$ cat config.mk
export PLATFORM = sky130hd
export DESIGN_NAME = arm_operand_decode
export DESIGN_NICKNAME = d
export VERILOG_FILES = /design/src/rtl/arm_pkg.sv /design/src/rtl/arm_cond_check.sv /design/src/rtl/arm_operand_decode.sv
export SDC_FILE = /design/constraint.sdc
export NUM_CORES = 1
export LEC_CHECK = 0
export CELL_PAD_IN_SITES_DETAIL_PLACEMENT = 1
export CELL_PAD_IN_SITES_GLOBAL_PLACEMENT = 1
export CORE_UTILIZATION = 31
export CTS_CLUSTER_DIAMETER = 80
export CTS_CLUSTER_SIZE = 40
export DETAILED_ROUTE_END_ITERATION = 8
export PLACE_DENSITY_LB_ADDON = 0.1
export SLEW_MARGIN = 10
export SYNTH_ARGS = -nofsm -noshare
export SYNTH_HDL_FRONTEND = slang
export SYNTH_SLANG_ARGS = --single-unit
$ cat constraint.sdc
create_clock -name clock -period 3.95 [get_ports clock]
set_input_delay 0.5925 -clock clock [delete_from_list [all_inputs] [get_ports clock]]
set_output_delay 0.5925 -clock clock [all_outputs]
set_load 0.01 [all_outputs]
$ cat src/rtl/arm_pkg.sv
// Shared ARM decode definitions: condition codes, shift kinds, data-processing
// opcodes, decode-stage states and the rotated-immediate helper.
package arm_pkg;

    typedef enum logic [3:0] {
        COND_EQ = 4'h0,
        COND_NE = 4'h1,
        COND_CS = 4'h2,
        COND_CC = 4'h3,
        COND_MI = 4'h4,
        COND_PL = 4'h5,
        COND_VS = 4'h6,
        COND_VC = 4'h7,
        COND_HI = 4'h8,
        COND_LS = 4'h9,
        COND_GE = 4'hA,
        COND_LT = 4'hB,
        COND_GT = 4'hC,
        COND_LE = 4'hD,
        COND_AL = 4'hE,
        COND_NV = 4'hF
    } cond_e;

    typedef enum logic [1:0] {
        SHIFT_LSL = 2'b00,
        SHIFT_LSR = 2'b01,
        SHIFT_ASR = 2'b10,
        SHIFT_ROR = 2'b11
    } shift_e;

    localparam logic [3:0] OP_AND = 4'h0;
    localparam logic [3:0] OP_EOR = 4'h1;
    localparam logic [3:0] OP_SUB = 4'h2;
    localparam logic [3:0] OP_RSB = 4'h3;
    localparam logic [3:0] OP_ADD = 4'h4;
    localparam logic [3:0] OP_ADC = 4'h5;
    localparam logic [3:0] OP_SBC = 4'h6;
    localparam logic [3:0] OP_RSC = 4'h7;
    localparam logic [3:0] OP_TST = 4'h8;
    localparam logic [3:0] OP_TEQ = 4'h9;
    localparam logic [3:0] OP_CMP = 4'hA;
    localparam logic [3:0] OP_CMN = 4'hB;
    localparam logic [3:0] OP_ORR = 4'hC;
    localparam logic [3:0] OP_MOV = 4'hD;
    localparam logic [3:0] OP_BIC = 4'hE;
    localparam logic [3:0] OP_MVN = 4'hF;

    // S_RUN accepts instructions; S_RS spends one cycle reading Rs on port 1
    typedef enum logic {
        S_RUN = 1'b0,
        S_RS  = 1'b1
    } state_e;

    // imm8 rotated right by twice the 4-bit rotate field
    function automatic logic [31:0] rotate_imm(input logic [7:0] imm8, input logic [3:0] rot);
        logic [31:0] w;
        logic [4:0]  amt;
        w   = {24'b0, imm8};
        amt = {rot, 1'b0};
        // a left shift by 32 yields zero, so amt==0 leaves w untouched
        return (w >> amt) | (w << (6'd32 - {1'b0, amt}));
    endfunction

endpackage

$ cat src/rtl/arm_cond_check.sv
// ARM condition-field evaluator; purely combinational, shared with the branch unit.
module arm_cond_check
    import arm_pkg::*;
(
    input  logic [3:0] cond,
    input  logic [3:0] flags,
    output logic       pass
);

    logic n, z, c, v;

    assign n = flags[3];
    assign z = flags[2];
    assign c = flags[1];
    assign v = flags[0];

    // map each condition code onto the {N,Z,C,V} flags
    always_comb begin
        pass = 1'b0;
        case (cond)
            COND_EQ: pass = z;
            COND_NE: pass = !z;
            COND_CS: pass = c;
            COND_CC: pass = !c;
            COND_MI: pass = n;
            COND_PL: pass = !n;
            COND_VS: pass = v;
            COND_VC: pass = !v;
            COND_HI: pass = c && !z;
            COND_LS: pass = !c || z;
            COND_GE: pass = (n == v);
            COND_LT: pass = (n != v);
            COND_GT: pass = !z && (n == v);
            COND_LE: pass = z || (n != v);
            COND_AL: pass = 1'b1;
            COND_NV: pass = 1'b0;
            default: pass = 1'b0;
        endcase
    end

endmodule

$ cat src/rtl/arm_operand_decode.sv
// ARM data-processing decode stage: reads Rn/Rm (and Rs for register shifts),
// evaluates the condition and presents a registered operand bundle to execute.
module arm_operand_decode
    import arm_pkg::*;
#(
    parameter logic [31:0] PC_OFFSET = 32'd8
)
(
    input  logic        clock,
    input  logic        reset,
    input  logic        flush,
    input  logic        in_valid,
    output logic        in_ready,
    input  logic [31:0] in_instr,
    input  logic [31:0] in_pc,
    output logic [3:0]  rf_read_reg1,
    output logic [3:0]  rf_read_reg2,
    input  logic [31:0] rf_read_data1,
    input  logic [31:0] rf_read_data2,
    input  logic [3:0]  cpsr_flags,
    output logic        out_valid,
    input  logic        out_ready,
    output logic [3:0]  out_opcode,
    output logic        out_set_flags,
    output logic [3:0]  out_rd,
    output logic [31:0] out_op1,
    output logic [31:0] out_op2,
    output logic [1:0]  out_shift_type,
    output logic [7:0]  out_shift_amt,
    output logic        out_cond_pass,
    output logic        out_undef
);

    state_e      state, state_next;

    // decode of the incoming word
    logic [3:0]  rn_idx, rm_idx;
    logic [31:0] pc_adj;
    logic [31:0] rn_val, rm_val;
    logic        undef_d, regshift_d, cond_ok, pass_d;
    logic [31:0] op2_d;
    logic [1:0]  st_d;
    logic [7:0]  amt_d;
    logic        xfer;

    // register-shift instruction parked while Rs is read
    logic [3:0]  rs_opcode_q;
    logic        rs_set_q;
    logic [3:0]  rs_rd_q;
    logic [31:0] rs_op1_q, rs_op2_q;
    logic [1:0]  rs_st_q;
    logic        rs_pass_q;
    logic [3:0]  rs_idx_q;
    logic [7:0]  rs_pc_lo_q;
    logic [7:0]  rs_amt;

    assign rn_idx = in_instr[19:16];
    assign rm_idx = in_instr[3:0];
    assign pc_adj = in_pc + PC_OFFSET;
    assign rn_val = (rn_idx == 4'd15) ? pc_adj : rf_read_data1;
    assign rm_val = (rm_idx == 4'd15) ? pc_adj : rf_read_data2;

    arm_cond_check u_cond (
        .cond  (in_instr[31:28]),
        .flags (cpsr_flags),
        .pass  (cond_ok)
    );

    // classify the word and form operand 2 and its shift
    always_comb begin
        undef_d = (in_instr[27:26] != 2'b00)
               || (!in_instr[25] && in_instr[7] && in_instr[4])
               || ((in_instr[24:21] inside {OP_TST, OP_TEQ, OP_CMP, OP_CMN}) && !in_instr[20]);
        regshift_d = !undef_d && !in_instr[25] && in_instr[4];
        pass_d     = cond_ok && !undef_d;
        if (in_instr[25]) begin
            op2_d = rotate_imm(in_instr[7:0], in_instr[11:8]);
            st_d  = SHIFT_LSL;
            amt_d = '0;
        end else begin
            op2_d = rm_val;
            st_d  = in_instr[6:5];
            amt_d = {3'b0, in_instr[11:7]};
        end
    end

    assign in_ready = (state == S_RUN) && (!out_valid || out_ready) && !flush;
    assign xfer     = in_valid && in_ready;

    // R15 as Rs uses the low byte of the accepted instruction's pc + offset
    assign rs_amt = (rs_idx_q == 4'd15) ? rs_pc_lo_q : rf_read_data1[7:0];

    // register-file read indices: Rn/Rm while running, Rs on port 1 in S_RS
    always_comb begin
        rf_read_reg1 = rn_idx;
        rf_read_reg2 = rm_idx;
        if (state == S_RS) begin
            rf_read_reg1 = rs_idx_q;
            rf_read_reg2 = '0;
        end
    end

    // next-state: register shifts detour through S_RS for one cycle
    always_comb begin
        state_next = state;
        case (state)
            S_RUN: if (xfer && regshift_d) state_next = S_RS;
            S_RS:  state_next = S_RUN;
            default: state_next = S_RUN;
        endcase
    end

    // state register; reset and flush both return to S_RUN
    always_ff @(posedge clock) begin
        if (reset || flush) state <= S_RUN;
        else                state <= state_next;
    end

    // output bundle register and register-shift holding registers
    always_ff @(posedge clock) begin
        if (reset) begin
            out_valid      <= 1'b0;
            out_opcode     <= '0;
            out_set_flags  <= 1'b0;
            out_rd         <= '0;
            out_op1        <= '0;
            out_op2        <= '0;
            out_shift_type <= '0;
            out_shift_amt  <= '0;
            out_cond_pass  <= 1'b0;
            out_undef      <= 1'b0;
            rs_opcode_q    <= '0;
            rs_set_q       <= 1'b0;
            rs_rd_q        <= '0;
            rs_op1_q       <= '0;
            rs_op2_q       <= '0;
            rs_st_q        <= '0;
            rs_pass_q      <= 1'b0;
            rs_idx_q       <= '0;
            rs_pc_lo_q     <= '0;
        end else if (flush) begin
            out_valid <= 1'b0;
        end else begin
            if (state == S_RS) begin
                // S_RS is only entered with the output slot already free
                out_valid      <= 1'b1;
                out_opcode     <= rs_opcode_q;
                out_set_flags  <= rs_set_q;
                out_rd         <= rs_rd_q;
                out_op1        <= rs_op1_q;
                out_op2        <= rs_op2_q;
                out_shift_type <= rs_st_q;
                out_shift_amt  <= rs_amt;
                out_cond_pass  <= rs_pass_q;
                out_undef      <= 1'b0;
            end else if (xfer && !regshift_d) begin
                out_valid      <= 1'b1;
                out_opcode     <= in_instr[24:21];
                out_set_flags  <= in_instr[20];
                out_rd         <= in_instr[15:12];
                out_op1        <= rn_val;
                out_op2        <= op2_d;
                out_shift_type <= st_d;
                out_shift_amt  <= amt_d;
                out_cond_pass  <= pass_d;
                out_undef      <= undef_d;
            end else if (out_ready) begin
                out_valid <= 1'b0;
            end

            if (xfer && regshift_d) begin
                rs_opcode_q <= in_instr[24:21];
                rs_set_q    <= in_instr[20];
                rs_rd_q     <= in_instr[15:12];
                rs_op1_q    <= rn_val;
                rs_op2_q    <= rm_val;
                rs_st_q     <= in_instr[6:5];
                rs_pass_q   <= pass_d;
                rs_idx_q    <= in_instr[11:8];
                rs_pc_lo_q  <= pc_adj[7:0];
            end
        end
    end

endmodule

==> impl_metrics.env <==
export IMPL_via_count=10316
export IMPL_core_um2=30000
export IMPL_status="finished, final reports clean"
export IMPL_grt_pass1_wl_um=62500
export IMPL_cap_violations=0
export IMPL_post_cts_setup_buffers=0
export IMPL_yosysSeqAreaShare=0.367
export IMPL_setup_viol=0
export IMPL_ys_async_sr_fraction=0
export IMPL_fp_dieArea_um2=31500
export IMPL_hold_class="flip-flop to flip-flop"
export IMPL_vias_per_cell=5.56
export IMPL_period_minus_slack_ps=3130
export IMPL_yosysTopAreaCellShare=0.367
export IMPL_synth_area_um2=9550
export IMPL_r2r_slack_ps=1540
export IMPL_synthesis_nets=1400
export IMPL_grt_ovfl_total=0
export IMPL_regToRegStartpoint="state"
export IMPL_syn_inst=1261
export IMPL_drc=0
export IMPL_drv_slew=0
export IMPL_power_leakage_nw=4.55
export IMPL_hpwl_um=29900
export IMPL_layout_nets=1591
export IMPL_synth_flop_cell="dfxtp_1"
export IMPL_syn2layout_area_growth_pct=35.9
export IMPL_dpl_cell_count=1823
export IMPL_rr_endpoint="out_op2[19]"
export IMPL_cts_buffer_depth=2
export IMPL_yosysTopAreaCell="dfxtp_1"
export IMPL_cts_buffers=17
export IMPL_hold_viol=0
export IMPL_ir_drop_mv=0.170
export IMPL_crit_fanout=6
export IMPL_antenna_found_initial=2
export IMPL_io_buffer_count=231
export IMPL_drt_pass1_iter_count=5
export IMPL_grt_use_total=0.263
export IMPL_period_share=0.792
export IMPL_slowest_stage="or4_1"
export IMPL_insertion_delay_ps=450
export IMPL_die_y_um=177
export IMPL_h_tree_depth=4
export IMPL_post_dp_cell_area_um2=12400
export IMPL_critical_path_class="primary input to flip-flop"
export IMPL_wirelength_um=41400
export IMPL_worst_pin_slew_ps=971
export IMPL_p_total_mw=4.40
export IMPL_cts_root_buf="clkbuf_16"
export IMPL_min_delay_path_depth=2
export IMPL_timing_slew_headroom=0.351
export IMPL_fillers=3640
export IMPL_slowest_delay_ps=690
export IMPL_crit_buf_inv=1
export IMPL_syn_area_per_cell_um2=7.57
export IMPL_grt_pass1_vias=10237
export IMPL_synth_edf_count=0
export IMPL_grt_max_degree=85
export IMPL_cp_depth=8
export IMPL_ant_nets=0
export IMPL_ff2ff_path_depth=5
export IMPL_p_per_area_nw_per_um2=339
export IMPL_fmax_ghz=0.319
export IMPL_start_kind="primary input"
export IMPL_min_to="out_op2[12]"
export IMPL_synth_warnings=0
export IMPL_clkTransAtPathRegs_ps=90
export IMPL_layout_common_cells="230 x clkdlybuf4s50_1, 175 x nor2_1, 174 x dfxtp_1, 166 x nand2_1, 109 x a21oi_1"
export IMPL_path_cells="clkdlybuf4s50_1, ha_1, nand3_1, or4_1, nor3b_1, o31ai_1, o21ai_0, a32o_1"
export IMPL_numClockSinks=175
export IMPL_io_pins=232
export IMPL_hold_slack_ps=451
export IMPL_rsz0062_at_grt="no"
export IMPL_yosys_register_bits=175
export IMPL_die_x_um=177
export IMPL_crit_family="simple AND/OR/NAND/NOR gates"
export IMPL_fin_cells=1856
export IMPL_arrival_ps=3510
export IMPL_final_common_cell="clkdlybuf4s50_1"
export IMPL_cts_resized=0
export IMPL_min_from="out_op2[12]"
export IMPL_synth_area_top_cells="dfxtp_1 37%, nor2_1 6.9%, nand2_1 6.5%, a211oi_1 6.4%, a21oi_1 5.7%"
export IMPL_initial_core_util=0.319
export IMPL_required_ps=4330
export IMPL_synth_distinct_cells=72
export IMPL_drt_iter0_drc=716
export IMPL_finClkSkew_ps=18.9
export IMPL_post_drt_wl_per_cell_um=22.3
export IMPL_critical_path_endpoint_type="flip-flop"
export IMPL_ctsHoldBuffers=0
export IMPL_place_gp_congestion=0.920
export IMPL_tritoncts="yes"
export IMPL_drive_above_1_share=0.0717
export IMPL_fin_tns_setup_ps=0
export IMPL_rows=63
export IMPL_fin_area_um2=13000
## kinds of logic after synthesis
kind of cell,share of synthesized area
flip-flops,0.367
AND/OR/NAND/NOR,0.252
XOR/XNOR,0.0248
multiplexers,0.0547
buffers and inverters,0.0481
AO/OA/AOI/OAI,0.251
adder cells (fa/ha/maj),0.00262
## stage by stage
| step | setup slack (ps) | util |
|---|---|---|
| 6_report | 820 | 0.433 |
| 5_1_grt | 620 | 0.433 |
| 4_1_cts | 818 | 0.433 |
| 3_5_place_dp | 389 | 0.413 |
| 3_3_place_gp | 450 | 0.413 |
| 2_1_floorplan | 643 | - |
## worst max path at each step
stage	start	to
2_1_floorplan	in_instr[8]	out_op2[7]
3_3_place_gp	in_pc[3]	out_op2[21]
3_5_place_dp	in_pc[3]	out_op2[21]
4_1_cts	in_instr[24]	out_op1[17]
5_1_grt	in_pc[3]	out_op2[21]
6_report	in_pc[3]	out_op2[21]
## sequential cells by signal, indices dropped and copies added (netlist names), 4 cells and up
signal,cells
rs_pc_lo_q,8
rs_op2_q,32
out_op1,32
out_shift_amt,8
rs_idx_q,4
out_opcode,4
rs_rd_q,4
rs_op1_q,32
out_op2,32
rs_opcode_q,4
out_rd,4
## synth_stat cells (3+ instances only)
| cell | number |
|---|---|
| xnor2_1 | 23 |
| o22ai_1 | 11 |
| o21ai_0 | 74 |
| a31oi_1 | 12 |
| nor2b_1 | 6 |
| o211ai_1 | 16 |
| mux2_2 | 9 |
| or4_1 | 3 |
| xor2_1 | 4 |
| or3_1 | 10 |
| nand2b_1 | 16 |
| buf_2 | 10 |
| nor2_1 | 175 |
| a211oi_1 | 82 |
| a221oi_1 | 12 |
| inv_1 | 12 |
| nand3b_1 | 10 |
| and3_1 | 17 |
| dfxtp_1 | 175 |
| mux2i_1 | 42 |
| nor4_1 | 11 |
| nand3_1 | 25 |
| clkbuf_1 | 83 |
| a311oi_1 | 6 |
| a21oi_1 | 109 |
| nor3_1 | 39 |
| nand4_1 | 10 |
| nor3b_1 | 4 |
| buf_1 | 9 |
| nand2_1 | 166 |
| o21bai_1 | 3 |
| and4_1 | 4 |
| o31ai_1 | 5 |
| a21o_1 | 3 |
| o21a_1 | 11 |
| o41ai_1 | 4 |
## where the power goes
group          internal (mW)  switching (mW)  leakage [nW]
Clock                  0.865           0.914         0.293
Sequential              1.80          0.0290          1.42
Combinational          0.361           0.428          2.84
Total                   3.03            1.37          4.55
## layer usage
| metal | GRT usage | share of wire | vias to the layer above |
|---|---|---|---|
| met4 | 0.0694 | 0.018 | 0 |
| met1 | 0.365 | 0.47 | 5015 |
| met3 | 0.0422 | 0.059 | 38 |
| met5 | 0 | 0 | - |
| li1 | - | - | 4929 |
| met2 | 0.419 | 0.46 | 334 |
## final cells by class
cell class,instances,area (µm²),share of cell area
repair buffers,276,2720,0.210
inverters,12,45.0,0.00347
diodes,1,2.50,0.000193
clock buffers,17,425,0.0328
clock inverters,15,184,0.0142
multi-input cells,970,5600,0.432
flip-flops and latches,175,3510,0.270
well taps,390,488,0.0376
## worst min-delay path: stages, from the launching register on
cell,delay (ps)
dfxtp_1,320
nand2_1,50
o21ai_1,50
No activity file was read; power rests on OpenSTA's default activity.
